<file path="config.mk">
export PLATFORM = sky130hd
export DESIGN_NAME = lo_sequencer
export DESIGN_NICKNAME = d
export VERILOG_FILES = /design/src/rtl/lo_sequencer.sv
export SDC_FILE = /design/constraint.sdc
export NUM_CORES = 1
export LEC_CHECK = 0
export BUFFER_PORTS_ARGS = -buffer_cell sky130_fd_sc_hd__buf_4
export CAP_MARGIN = 0
export CORE_MARGIN = 5
export CORE_UTILIZATION = 45
export DETAILED_ROUTE_END_ITERATION = 7
export PLACE_DENSITY = 0.78
export SLEW_MARGIN = 25
export SYNTH_ARGS = -nofsm -noshare
export SYNTH_HDL_FRONTEND = slang
export SYNTH_SLANG_ARGS = --single-unit
</file>
<file path="constraint.sdc">
create_clock -name CLK -period 1.8 [get_ports CLK]
set_clock_uncertainty 0.1 [all_clocks]
set_input_delay 0.27 -clock CLK [delete_from_list [all_inputs] [get_ports CLK]]
set_output_delay 0.27 -clock CLK [all_outputs]
set_load 0.02 [all_outputs]
</file>
<file path="src/rtl/lo_sequencer.sv">
// rtl/lo_sequencer.sv - command sequencer driving an attached combinational logic ALU
module lo_sequencer #(
  parameter int bits = 16
) (
  input  logic            CLK,
  input  logic            RST,
  input  logic            REQ_VALID,
  output logic            REQ_READY,
  input  logic [4:0]      REQ_OP,
  input  logic [bits-1:0] REQ_A,
  input  logic [bits-1:0] REQ_B,
  input  logic [3:0]      REQ_CNT,
  output logic [bits-1:0] ALU_A,
  output logic [bits-1:0] ALU_B,
  output logic [4:0]      ALU_OP,
  input  logic [bits-1:0] ALU_RESU,
  input  logic            ALU_C,
  input  logic            ALU_S,
  input  logic            ALU_Z,
  output logic            RSP_VALID,
  input  logic            RSP_READY,
  output logic [bits-1:0] RSP_RESU,
  output logic            RSP_C,
  output logic            RSP_S,
  output logic            RSP_Z,
  output logic            RSP_ERR,
  output logic            BUSY
);

  localparam logic [1:0] IDLE = 2'd0;
  localparam logic [1:0] EXEC = 2'd1;
  localparam logic [1:0] DONE = 2'd2;

  localparam logic [4:0] OP_SHL   = 5'b01000;
  localparam logic [4:0] OP_SHR   = 5'b01001;
  localparam logic [4:0] OP_CLR   = 5'b10000;
  localparam logic [4:0] OP_PASSA = 5'b10101;
  localparam logic [4:0] OP_NOZS1 = 5'b10011;
  localparam logic [4:0] OP_NOZS2 = 5'b11111;

  logic [1:0]      state;
  logic [4:0]      op_r;
  logic [bits-1:0] res_r;
  logic [bits-1:0] b_r;
  logic [3:0]      cnt_r;
  logic            c_r;
  logic            s_r;
  logic            z_r;
  logic            err_r;

  logic            req_legal;
  logic            is_shift;
  logic            last_exec;
  logic            hold_zs;
  logic            hold_s;

  // Opcode decode for the incoming command and the latched working opcode
  always_comb begin
    req_legal = (REQ_OP == OP_SHL) || (REQ_OP == OP_SHR) || REQ_OP[4];
    is_shift  = (op_r == OP_SHL) || (op_r == OP_SHR);
    // A shift stays in EXEC until its remaining count is about to hit zero;
    // a zero-count shift and every other opcode take a single cycle.
    last_exec = !is_shift || (cnt_r <= 4'd1);
    hold_zs   = (op_r == OP_NOZS1) || (op_r == OP_NOZS2);
    hold_s    = hold_zs || (op_r == OP_CLR);
  end

  // Command FSM, working registers and the persistent flag register
  always_ff @(posedge CLK or posedge RST) begin
    if (RST) begin
      state <= IDLE;
      op_r  <= OP_CLR;
      res_r <= '0;
      b_r   <= '0;
      cnt_r <= 4'd0;
      c_r   <= 1'b0;
      s_r   <= 1'b0;
      z_r   <= 1'b0;
      err_r <= 1'b0;
    end else begin
      case (state)
        IDLE: begin
          if (REQ_VALID) begin
            op_r  <= REQ_OP;
            b_r   <= REQ_B;
            cnt_r <= REQ_CNT;
            if (req_legal) begin
              res_r <= REQ_A;
              err_r <= 1'b0;
              state <= EXEC;
            end else begin
              // Illegal opcodes skip the ALU entirely and leave flags alone
              res_r <= '0;
              err_r <= 1'b1;
              state <= DONE;
            end
          end
        end
        EXEC: begin
          res_r <= ALU_RESU;
          if (is_shift && (cnt_r != 4'd0)) begin
            cnt_r <= cnt_r - 4'd1;
          end
          if (last_exec) begin
            if (is_shift) begin
              // Zero-count shift runs as pass-A, which has no carry out
              c_r <= (cnt_r == 4'd0) ? 1'b0 : ALU_C;
            end
            if (!hold_zs) begin
              z_r <= ALU_Z;
            end
            if (!hold_s) begin
              s_r <= ALU_S;
            end
            state <= DONE;
          end
        end
        DONE: begin
          if (RSP_READY) begin
            state <= IDLE;
          end
        end
        default: state <= IDLE;
      endcase
    end
  end

  // ALU drive and response outputs; the ALU sees a benign clear op outside EXEC
  always_comb begin
    ALU_OP = OP_CLR;
    ALU_A  = '0;
    ALU_B  = '0;
    if (state == EXEC) begin
      ALU_A  = res_r;
      ALU_B  = b_r;
      ALU_OP = (is_shift && (cnt_r == 4'd0)) ? OP_PASSA : op_r;
    end
    REQ_READY = (state == IDLE) && !RST;
    RSP_VALID = (state == DONE);
    BUSY      = (state != IDLE);
    RSP_RESU  = res_r;
    RSP_C     = c_r;
    RSP_S     = s_r;
    RSP_Z     = z_r;
    RSP_ERR   = err_r;
  end

endmodule

</file>
==> impl_metrics.json, run 1 <==
{
  "clock_latency_ps": 310,
  "die_w_um": 85.79,
  "ff2ff_path_depth": 7,
  "drv_cap": 0,
  "grt_pass1_wl_um": 13560,
  "synth.cell_area_sq_um": 2585,
  "cts_buffer_depth": 2,
  "clk_pin_slew_worst_paths_ps": 90,
  "fillers": 394,
  "endpoint_kind": "output pin",
  "hold_violations": 0,
  "wl_per_cell_um": 17.75,
  "clock_sinks": 47,
  "path_max_fanout": 4,
  "numPlacedInstances": 486,
  "synth_top_family_by_area": "simple AND/OR/NAND/NOR gates",
  "postSynthCellCount": 296,
  "nets": 512,
  "r2r_slack_ps": -70,
  "grt_pass1_vias": 2847,
  "p_clk_share_pct": 10.2,
  "p_per_area_nw_per_um2": 1505,
  "synth_xor_xnor_area_share_pct": 0.3388,
  "period_needed_ps": 2016,
  "relSlewSlack_pct": 72.82,
  "hpwl_um": 5852,
  "hold_class": "primary input to register",
  "synth-compound-area-share_pct": 13.55,
  "power_frac_comb_pct": 57.8,
  "wirelength_um": 9196,
  "vias": 2754,
  "grt-ovfl-total": 0,
  "final_cell_count_no_fill": 518,
  "pin_count": 124,
  "peakVddDrop_mv": 1.032,
  "firstDrtPassIters": 4,
  "io_buffer_count": 123,
  "drive_gt1_share_pct": 53.14,
  "cts_buffers": 5,
  "antenna_left": 0,
  "synth.distinct_cells": 39,
  "period_share_pct": 112.0,
  "fin_area_sq_um": 4278,
  "synth_mux_area_share_pct": 1.646,
  "ys_ff_latch": 47,
  "final.setup.worst_slack_ps": -216.2,
  "synth_simple_gate_area_share_pct": 32.53,
  "drtIter0Drc": 114,
  "core_sq_um": 5540,
  "clock_tree.htree_level_count": 2,
  "min_path_cells": 3,
  "area_growth_pct": 65.49,
  "synth_nets": 363,
  "status": "finished, violations left",
  "antenna_found_initial": 0,
  "switching_power_mw": 2.746,
  "synthFlopType": "dfrtp_1",
  "p_leak_nw": 2.127,
  "grt_max_degree": 31,
  "die_h_um": 85.79,
  "fin_util_pct": 77.21,
  "rows": 27,
  "initial_core_util_pct": 46.66,
  "yosysSeqAreaShare_pct": 45.55,
  "gp_congestion": 0.8171,
  "p_int_mw": 3.691,
  "synth_edf_count": 0,
  "antenna_cells": 0,
  "crit_required_ps": 1430,
  "finalSetupViolCount": 39,
  "clk_root_buffer_cell": "clkbuf_8",
  "placed_area_sq_um": 3622,
  "fin_setup_tns_ps": -3368,
  "tightest_slew_ps": 407.1,
  "synth-adder-area-share_pct": 1.452,
  "cp-start-kind": "register",
  "grt_use_total_pct": 22.91,
  "cts_tree": "done",
  "yosys_warnings": 0,
  "rsz0062_at_grt": "yes",
  "worstSetupPathType": "register to output pin",
  "ys_async_sr_fraction_pct": 100.0,
  "arrival_ps": 1650,
  "timing.fmax_mhz": 496.0,
  "violations": "setup timing",
  "seqPwrFrac_pct": 32.0,
  "die_area_sq_um": 7360,
  "swShare_pct": 42.66,
  "drv_slew": 0,
  "syn_avg_cell_area_sq_um": 8.733,
  "post-route-drc-count": 0,
  "vias_per_cell": 5.317
}
-- logic make-up after synthesis --
group,count (synthesis)
compound gates,49
xor+xnor,1
fa+ha+maj,3
buf+inv,27
flops,47
mux,4
simple gates,165
-- layout by cell type, fill, tap and decap left out, types with 3 or more instances in the layout --
cell / instances
buf_4: 112
a22oi_2: 3
and2_4: 35
nand2_1: 67
nand3_1: 3
o22ai_1: 16
o22a_1: 15
nor3_1: 7
dfrtp_1: 45
a21oi_1: 5
clkbuf_8: 5
nor3_2: 10
nor2_1: 24
nand4_1: 4
buf_6: 44
inv_2: 4
-- registers in the layout, summed over array words and instances (netlist names) --
signal / flops
RSP_C: 1
RSP_ERR: 1
RSP_RESU: 16
RSP_S: 1
RSP_Z: 1
b_r: 16
cnt_r: 4
op_r: 5
state: 2
-- worst max-delay path: stages (launching register included) --
cell	delay (ps)
dfrtp_1	430
nor4b_4	350
and3_4	270
o21a_1	170
buf_6	120
-- synth_stat cells, types with 2 or more instances --
master	instances	area share, %
nand2_1	68	9.9
dfrtp_1	46	45
and2_1	33	8.0
nor2_1	27	3.9
o22ai_1	16	3.9
o22a_1	15	5.1
clkbuf_1	13	1.9
nor3_2	9	3.5
nor3_1	8	1.5
inv_1	6	0.87
a21oi_1	5	0.97
nand3_1	4	0.77
nand4_1	4	0.97
a22oi_1	3	0.87
buf_2	3	0.58
buf_6	3	1.3
ha_1	3	1.5
o21ai_0	3	0.58
and2_4	2	0.68
and3_1	2	0.48
mux2_2	2	0.87
mux2i_1	2	0.77
nand2b_1	2	0.48
o21a_1	2	0.58
-- final timing paths --
| check | from | to |
|---|---|---|
| max | op_r[1] | ALU_OP[2] |
| min | REQ_B[0] | b_r[0] |
| max reg2reg | cnt_r[1] | RSP_S |
| min reg2reg | b_r[0] | b_r[0] |
| max in group asynchronous | RST | RSP_RESU[6] |
| min in group asynchronous | RST | cnt_r[1] |
-- per-stage QoR --
step	hold WS, ps	setup slack, ps	power (mW)
floorplan	253.1	50.46	3.782
global placement	195.5	71.13	4.875
detailed placement	196.9	-3.049	4.978
CTS	36.90	-149.1	5.920
global route	43.80	-254.1	6.833
finish	42.76	-216.2	6.437
-- cell type report --
type                       instances  area, sq um  share of cell area [%]
clock buffer                       6        72.57                   1.696
multi-input combinational        222         1448                   33.84
sequential                        47         1179                   27.55
timing repair buffer             162         1446                   33.81
tap                               72        90.09                   2.106
inverter                           7        26.28                  0.6142
clock inverter                     2        16.27                  0.3802
-- repair_timing --
action,CTS,global route
pin swaps,5,17
hold buffers,1,0
gates cloned,2,3
setup buffers,9,9
resized for setup,46,63
endpoints found under the hold margin,16,0
endpoints found under the setup margin,40,48
-- power by group through the flow --
stage | clock, mW | sequential [mW] | combinational, mW
after floorplan | 0 | 2.22 | 1.56
after global placement | 0 | 2.03 | 2.84
after detailed placement | 0 | 2.06 | 2.92
after CTS | 0.662 | 2.00 | 3.25
after global routing | 0.704 | 2.13 | 3.99
final | 0.657 | 2.06 | 3.72
-- layer usage --
metal	wire, um	vias to the layer above	global-route usage, %
met3	599	15	6.340
met4	162	0	6.619
met5	0	-	0
met2	4877	90	41.03
met1	3556	1351	26.69
li1	-	1298	-
No activity file was read; power rests on OpenSTA's default activity.
==> run 2: changes to the inputs <==
--- a/config.mk
+++ b/config.mk
@@ -5,12 +5,13 @@
 export SDC_FILE = /design/constraint.sdc
 export NUM_CORES = 1
 export LEC_CHECK = 0
+export ABC_AREA = 1
 export BUFFER_PORTS_ARGS = -buffer_cell sky130_fd_sc_hd__buf_4
 export CAP_MARGIN = 0
 export CORE_MARGIN = 5
-export CORE_UTILIZATION = 45
+export CORE_UTILIZATION = 46
 export DETAILED_ROUTE_END_ITERATION = 7
-export PLACE_DENSITY = 0.78
+export PLACE_DENSITY = 0.81
 export SLEW_MARGIN = 25
 export SYNTH_ARGS = -nofsm -noshare
 export SYNTH_HDL_FRONTEND = slang
==> impl_metrics.json, run 2 <==
{
  "path_max_fanout": 4,
  "grt_pass1_wl_um": 11810,
  "timing.fmax_mhz": 557.3,
  "period_share_pct": 99.69,
  "ys_async_sr_fraction_pct": 100.0,
  "syn_avg_cell_area_sq_um": 7.628,
  "cp-startpoint": "op_r[1]",
  "cts_tree": "done",
  "crit_required_ps": 1430,
  "r2r_end": "RSP_S",
  "fillers": 412,
  "p_per_area_nw_per_um2": 1518,
  "vias": 2584,
  "drive_gt1_share_pct": 37.11,
  "synth_simple_gate_area_share_pct": 22.91,
  "peakVddDrop_mv": 0.9776,
  "p_int_mw": 3.101,
  "initial_core_util_pct": 47.49,
  "critical_path_buf_inv_count": 2,
  "yosys_warnings": 0,
  "synth-adder-area-share_pct": 1.538,
  "die_w_um": 82.85,
  "grt_use_total_pct": 20.76,
  "tightest_slew_ps": 548.6,
  "relSlewSlack_pct": 63.37,
  "grt-ovfl-total": 0,
  "layout_commonest_cell": "buf_4",
  "cts_buffers": 5,
  "switching_power_mw": 2.481,
  "synth-compound-area-share_pct": 15.38,
  "die_area_sq_um": 6863,
  "synth_most_common_cell": "nand2_1",
  "synth_xor_xnor_area_share_pct": 0,
  "postSynthCellCount": 320,
  "grt_pass1_vias": 2504,
  "synth_top_family_by_area": "simple AND/OR/NAND/NOR gates",
  "power_frac_comb_pct": 55.7,
  "vias_per_cell": 4.969,
  "final_cell_mix": "130 x buf_4, 55 x nand2_1, 46 x dfrtp_1",
  "io_buffer_count": 123,
  "die_h_um": 82.85,
  "hold_violations": 0,
  "p_clk_share_pct": 11.0,
  "firstDrtPassIters": 4,
  "pin_count": 124,
  "finalSetupViolCount": 0,
  "endpoint_kind": "output pin",
  "antenna_cells": 0,
  "grt_max_degree": 40,
  "crit_end": "ALU_OP[0]",
  "gp_congestion": 0.8645,
  "hpwl_um": 5564,
  "worstSetupPathType": "register to output pin",
  "clk_root_buffer_cell": "clkbuf_8",
  "area_growth_pct": 50.64,
  "holdWs_ps": 81.22,
  "status": "completed",
  "yosys.area.top_type": "dfrtp_1",
  "synth_top_area_share_pct": 47.16,
  "drv_slew": 0,
  "ys_ff_latch": 47,
  "synth.cell_area_sq_um": 2441,
  "crit_slowest_cell": "dfrtp_1",
  "fin_util_pct": 71.54,
  "crit_family": "flip-flops",
  "drtIter0Drc": 130,
  "synth_edf_count": 0,
  "post-route-drc-count": 0,
  "final.setup.worst_slack_ps": 5.656,
  "slowest_delay_ps": 420,
  "drv_cap": 0,
  "core_sq_um": 5140,
  "seqPwrFrac_pct": 33.4,
  "nets": 516,
  "synth_commonest_cells": "58 x nand2_1, 50 x inv_1, 46 x dfrtp_1, 42 x nor2_1, 28 x nand3_1",
  "rows": 26,
  "ff2ff_path_depth": 6,
  "wl_per_cell_um": 14.27,
  "synthTopCellsByArea": "dfrtp_1 47%, nand2_1 8.9%, inv_1 7.7%, nor2_1 6.5%, nand3_1 5.7%",
  "swShare_pct": 44.45,
  "synth.distinct_cells": 21,
  "clock_sinks": 47,
  "synthFlopType": "dfrtp_1",
  "synth_nets": 387,
  "cts_buffer_depth": 2,
  "place_ws_ps": 232.4,
  "clock_latency_ps": 290,
  "crit_cells": 6,
  "rsz0062_at_grt": "yes",
  "period_needed_ps": 1794,
  "crit_chain": "inv_1 > nand2_2 > nor2_4 > nand3_4 > a21oi_2 > buf_4",
  "clk_pin_slew_worst_paths_ps": 80,
  "placed_area_sq_um": 3467,
  "clock_tree.htree_level_count": 2,
  "synth_mux_area_share_pct": 0,
  "p_leak_nw": 1.991,
  "yosysSeqAreaShare_pct": 48.23,
  "antenna_found_initial": 0,
  "antenna_left": 0,
  "wirelength_um": 7420,
  "cp-start-kind": "register",
  "fin_area_sq_um": 3677,
  "r2r_slack_ps": 240,
  "arrival_ps": 1420,
  "hold_class": "primary input to register",
  "r2r-start": "cnt_r[0]"
}
==> run 2: cell type report <==
class,count,area [sq um],area share (%)
sequential,47,1177,32.02
inverter,52,197.7,5.376
clock buffer,6,72.57,1.973
clock inverter,2,12.51,0.3403
tap,70,87.58,2.382
multi-input combinational,205,1021,27.76
timing repair buffer,138,1109,30.15
==> run 2: how the worst min path moves through the flow <==
stage              start      endpoint  slack, ps  cells past startpoint
2_1_floorplan  REQ_B[10]       b_r[10]        290                      2
3_3_place_gp         RST  RSP_RESU[10]        260                      2
3_5_place_dp         RST  RSP_RESU[10]        270                      2
4_1_cts        REQ_OP[0]       op_r[0]         80                      3
5_1_grt        REQ_B[11]       b_r[11]         70                      3
6_report       REQ_B[11]       b_r[11]         80                      3
==> run 2: repair_timing <==
item,in CTS,in global routing
endpoints found under the setup margin,4,37
pin swaps,0,5
gates cloned,0,1
setup buffers,1,3
hold buffers,1,0
endpoints found under the hold margin,21,0
gates resized for setup,6,15
==> run 2: logic make-up (layout without fill, tap and decap cells) <==
logic type                 after synthesis  count (layout)
adders and majority gates                3               3
DFF                                     47              47
buffers and inverters                   68             198
AOI/OAI and AO/OA                       67              67
and+or+nand+nor                        135             135
==> run 2: worst register-to-register path, delay by kind of cell (launching register included) <==
family / cells / cell delay [ps]
buffers and inverters: 1 / 150
DFF: 1 / 410
AOI/OAI and AO/OA: 1 / 270
adders and majority gates: 1 / 180
and+or+nand+nor: 3 / 360
==> run 2: through the flow <==
step	power, mW	TNS [ps]	cells
2_1_floorplan	3.628	0	320
3_3_place_gp	4.687	0	506
3_5_place_dp	4.780	0	506
4_1_cts	5.445	-3.013	516
5_1_grt	5.988	-256.7	520
6_report	5.583	0	520
==> run 2: per-layer routing <==
layer | routed length [um] | global-route usage, % | up-vias | share of wire [%]
met1 | 2914 | 25.00 | 1178 | 39
li1 | - | - | 1277 | -
met3 | 607 | 5.446 | 11 | 8.2
met2 | 3787 | 36.81 | 118 | 51
met4 | 110 | 5.201 | 0 | 1.5
met5 | 0 | 0 | - | 0
==> run 2: power by group through the flow <==
stage	clock (mW)	sequential (mW)	combinational [mW]
2_1_floorplan	0	2.10	1.53
3_3_place_gp	0	1.84	2.85
3_5_place_dp	0	1.86	2.92
4_1_cts	0.633	1.84	2.97
5_1_grt	0.679	1.91	3.40
6_report	0.613	1.86	3.11
==> run 3: changes to the inputs <==
--- a/config.mk
+++ b/config.mk
@@ -8,7 +8,7 @@
 export ABC_AREA = 1
 export BUFFER_PORTS_ARGS = -buffer_cell sky130_fd_sc_hd__buf_4
 export CAP_MARGIN = 0
-export CORE_MARGIN = 5
+export CORE_MARGIN = 4
 export CORE_UTILIZATION = 46
 export DETAILED_ROUTE_END_ITERATION = 7
 export PLACE_DENSITY = 0.81
==> impl_metrics.json, run 3 (synthesis gave the netlist of run 2 again) <==
{
  "drv_slew": 0,
  "timing.fmax_mhz": 567.1,
  "holdWs_ps": 79.68,
  "peakVddDrop_mv": 0.8017,
  "pin_count": 124,
  "drtIter0Drc": 98,
  "final_cell_count_no_fill": 522,
  "final_cell_mix": "133 x buf_4, 54 x nand2_1, 45 x dfrtp_1",
  "numPlacedInstances": 507,
  "multi_input_comb_area_sq_um": 1049,
  "rows": 26,
  "die_w_um": 80.85,
  "layout_commonest_cell": "buf_4",
  "cp-start-kind": "register",
  "clk_root_buffer_cell": "clkbuf_8",
  "vias": 2599,
  "endpoint_kind": "output pin",
  "hold_class": "primary input to register",
  "arrival_ps": 1390,
  "tightest_slew_ps": 310.5,
  "nets": 518,
  "core_sq_um": 5140,
  "critical_path_buf_inv_count": 2,
  "fillers": 415,
  "grt_pass1_wl_um": 10980,
  "antenna_cells": 0,
  "drive_gt1_share_pct": 38.72,
  "status": "completed",
  "fin_util_pct": 71.71,
  "grt-ovfl-total": 0,
  "grt_max_degree": 37,
  "grt_use_total_pct": 21.76,
  "period_share_pct": 97.97,
  "area_growth_pct": 51.00,
  "p_leak_nw": 1.985,
  "crit_required_ps": 1430,
  "p_per_area_nw_per_um2": 1522,
  "path_max_fanout": 4,
  "firstDrtPassIters": 4,
  "ff_latch_area_sq_um": 1179,
  "die_area_sq_um": 6536,
  "final.setup.worst_slack_ps": 36.56,
  "grt_pass1_vias": 2384,
  "relSlewSlack_pct": 79.30,
  "crit_family": "flip-flops",
  "hold_violations": 0,
  "r2r_slack_ps": 170,
  "slowest_delay_ps": 410,
  "io_buffer_count": 123,
  "cts_tree": "done",
  "period_needed_ps": 1763,
  "worstSetupPathType": "register to output pin",
  "hpwl_um": 5468,
  "crit_chain": "inv_2 > nand2_2 > nor2_4 > nand3_4 > a21oi_2 > buf_6",
  "wirelength_um": 7275,
  "fin_setup_tns_ps": 0,
  "wl_per_cell_um": 13.94,
  "vias_per_cell": 4.979,
  "drv_cap": 0,
  "rsz0062_at_grt": "yes",
  "cts_buffers": 5,
  "clock_tree.htree_level_count": 2,
  "die_h_um": 80.85,
  "crit_slowest_cell": "dfrtp_1",
  "clk_pin_slew_worst_paths_ps": 90,
  "cts_buffer_depth": 2,
  "post-route-drc-count": 0,
  "place_ws_ps": 247.1,
  "antenna_found_initial": 0,
  "clock_latency_ps": 300,
  "gp_congestion": 0.8147,
  "antenna_left": 0,
  "initial_core_util_pct": 47.49,
  "clock_sinks": 47,
  "finalSetupViolCount": 0
}
## run 3: report_power, final
group          switching, mW  total, mW  internal (mW)
clock                  0.353      0.624          0.272
sequential             0.281       1.86           1.58
combinational           1.87       3.13           1.26
total                   2.50       5.61           3.11
## run 3: tightest hold or removal path, delay by kind of cell
kind | cells | cell delay, ps
buffers and inverters | 1 | 70
AOI/OAI and AO/OA | 1 | 60
and+or+nand+nor | 1 | 40
## run 3: area by class of cell
type / count / area share [%]
well taps: 70 / 2.376
flip-flops and latches: 47 / 31.98
inverters: 52 / 5.363
clock buffers: 6 / 1.969
multi-input cells: 205 / 28.45
repair buffers: 140 / 29.53
clock inverters: 2 / 0.3394
## run 3: timing repair
action,in CTS,in global routing
pin swaps,1,5
hold buffers,1,0
endpoints found under the setup margin,6,37
buffers inserted,2,4
endpoints found under the hold margin,7,0
gates resized for setup,6,26
## run 3: path summary, 6_finish.rpt
| kind | start | endpoint | cells after the start |
|---|---|---|---|
| max | op_r[1] | ALU_OP[0] | 6 |
| min | REQ_B[8] | b_r[8] | 3 |
| max reg2reg | cnt_r[0] | RSP_Z | 7 |
| min reg2reg | RSP_Z | RSP_Z | 2 |
| max in group asynchronous | RST | op_r[4] | 4 |
| min in group asynchronous | RST | RSP_C | 3 |
## run 3: per-layer routing
metal | vias up | global-route usage [%] | wire length (um)
met5 | - | 0 | 0
met4 | 0 | 7.601 | 91
met3 | 8 | 4.656 | 635
met2 | 106 | 39.49 | 3703
met1 | 1204 | 25.18 | 2845
li1 | 1281 | - | -
## run 3: stage by stage
| stage | instance area [sq um] | total power, mW |
|---|---|---|
| finish | 3686 | 5.611 |
| global route | 3686 | 6.027 |
| CTS | 3571 | 5.429 |
| detailed placement | 3450 | 4.724 |
| global placement | 3450 | 4.630 |
| floorplan | 2441 | 3.628 |
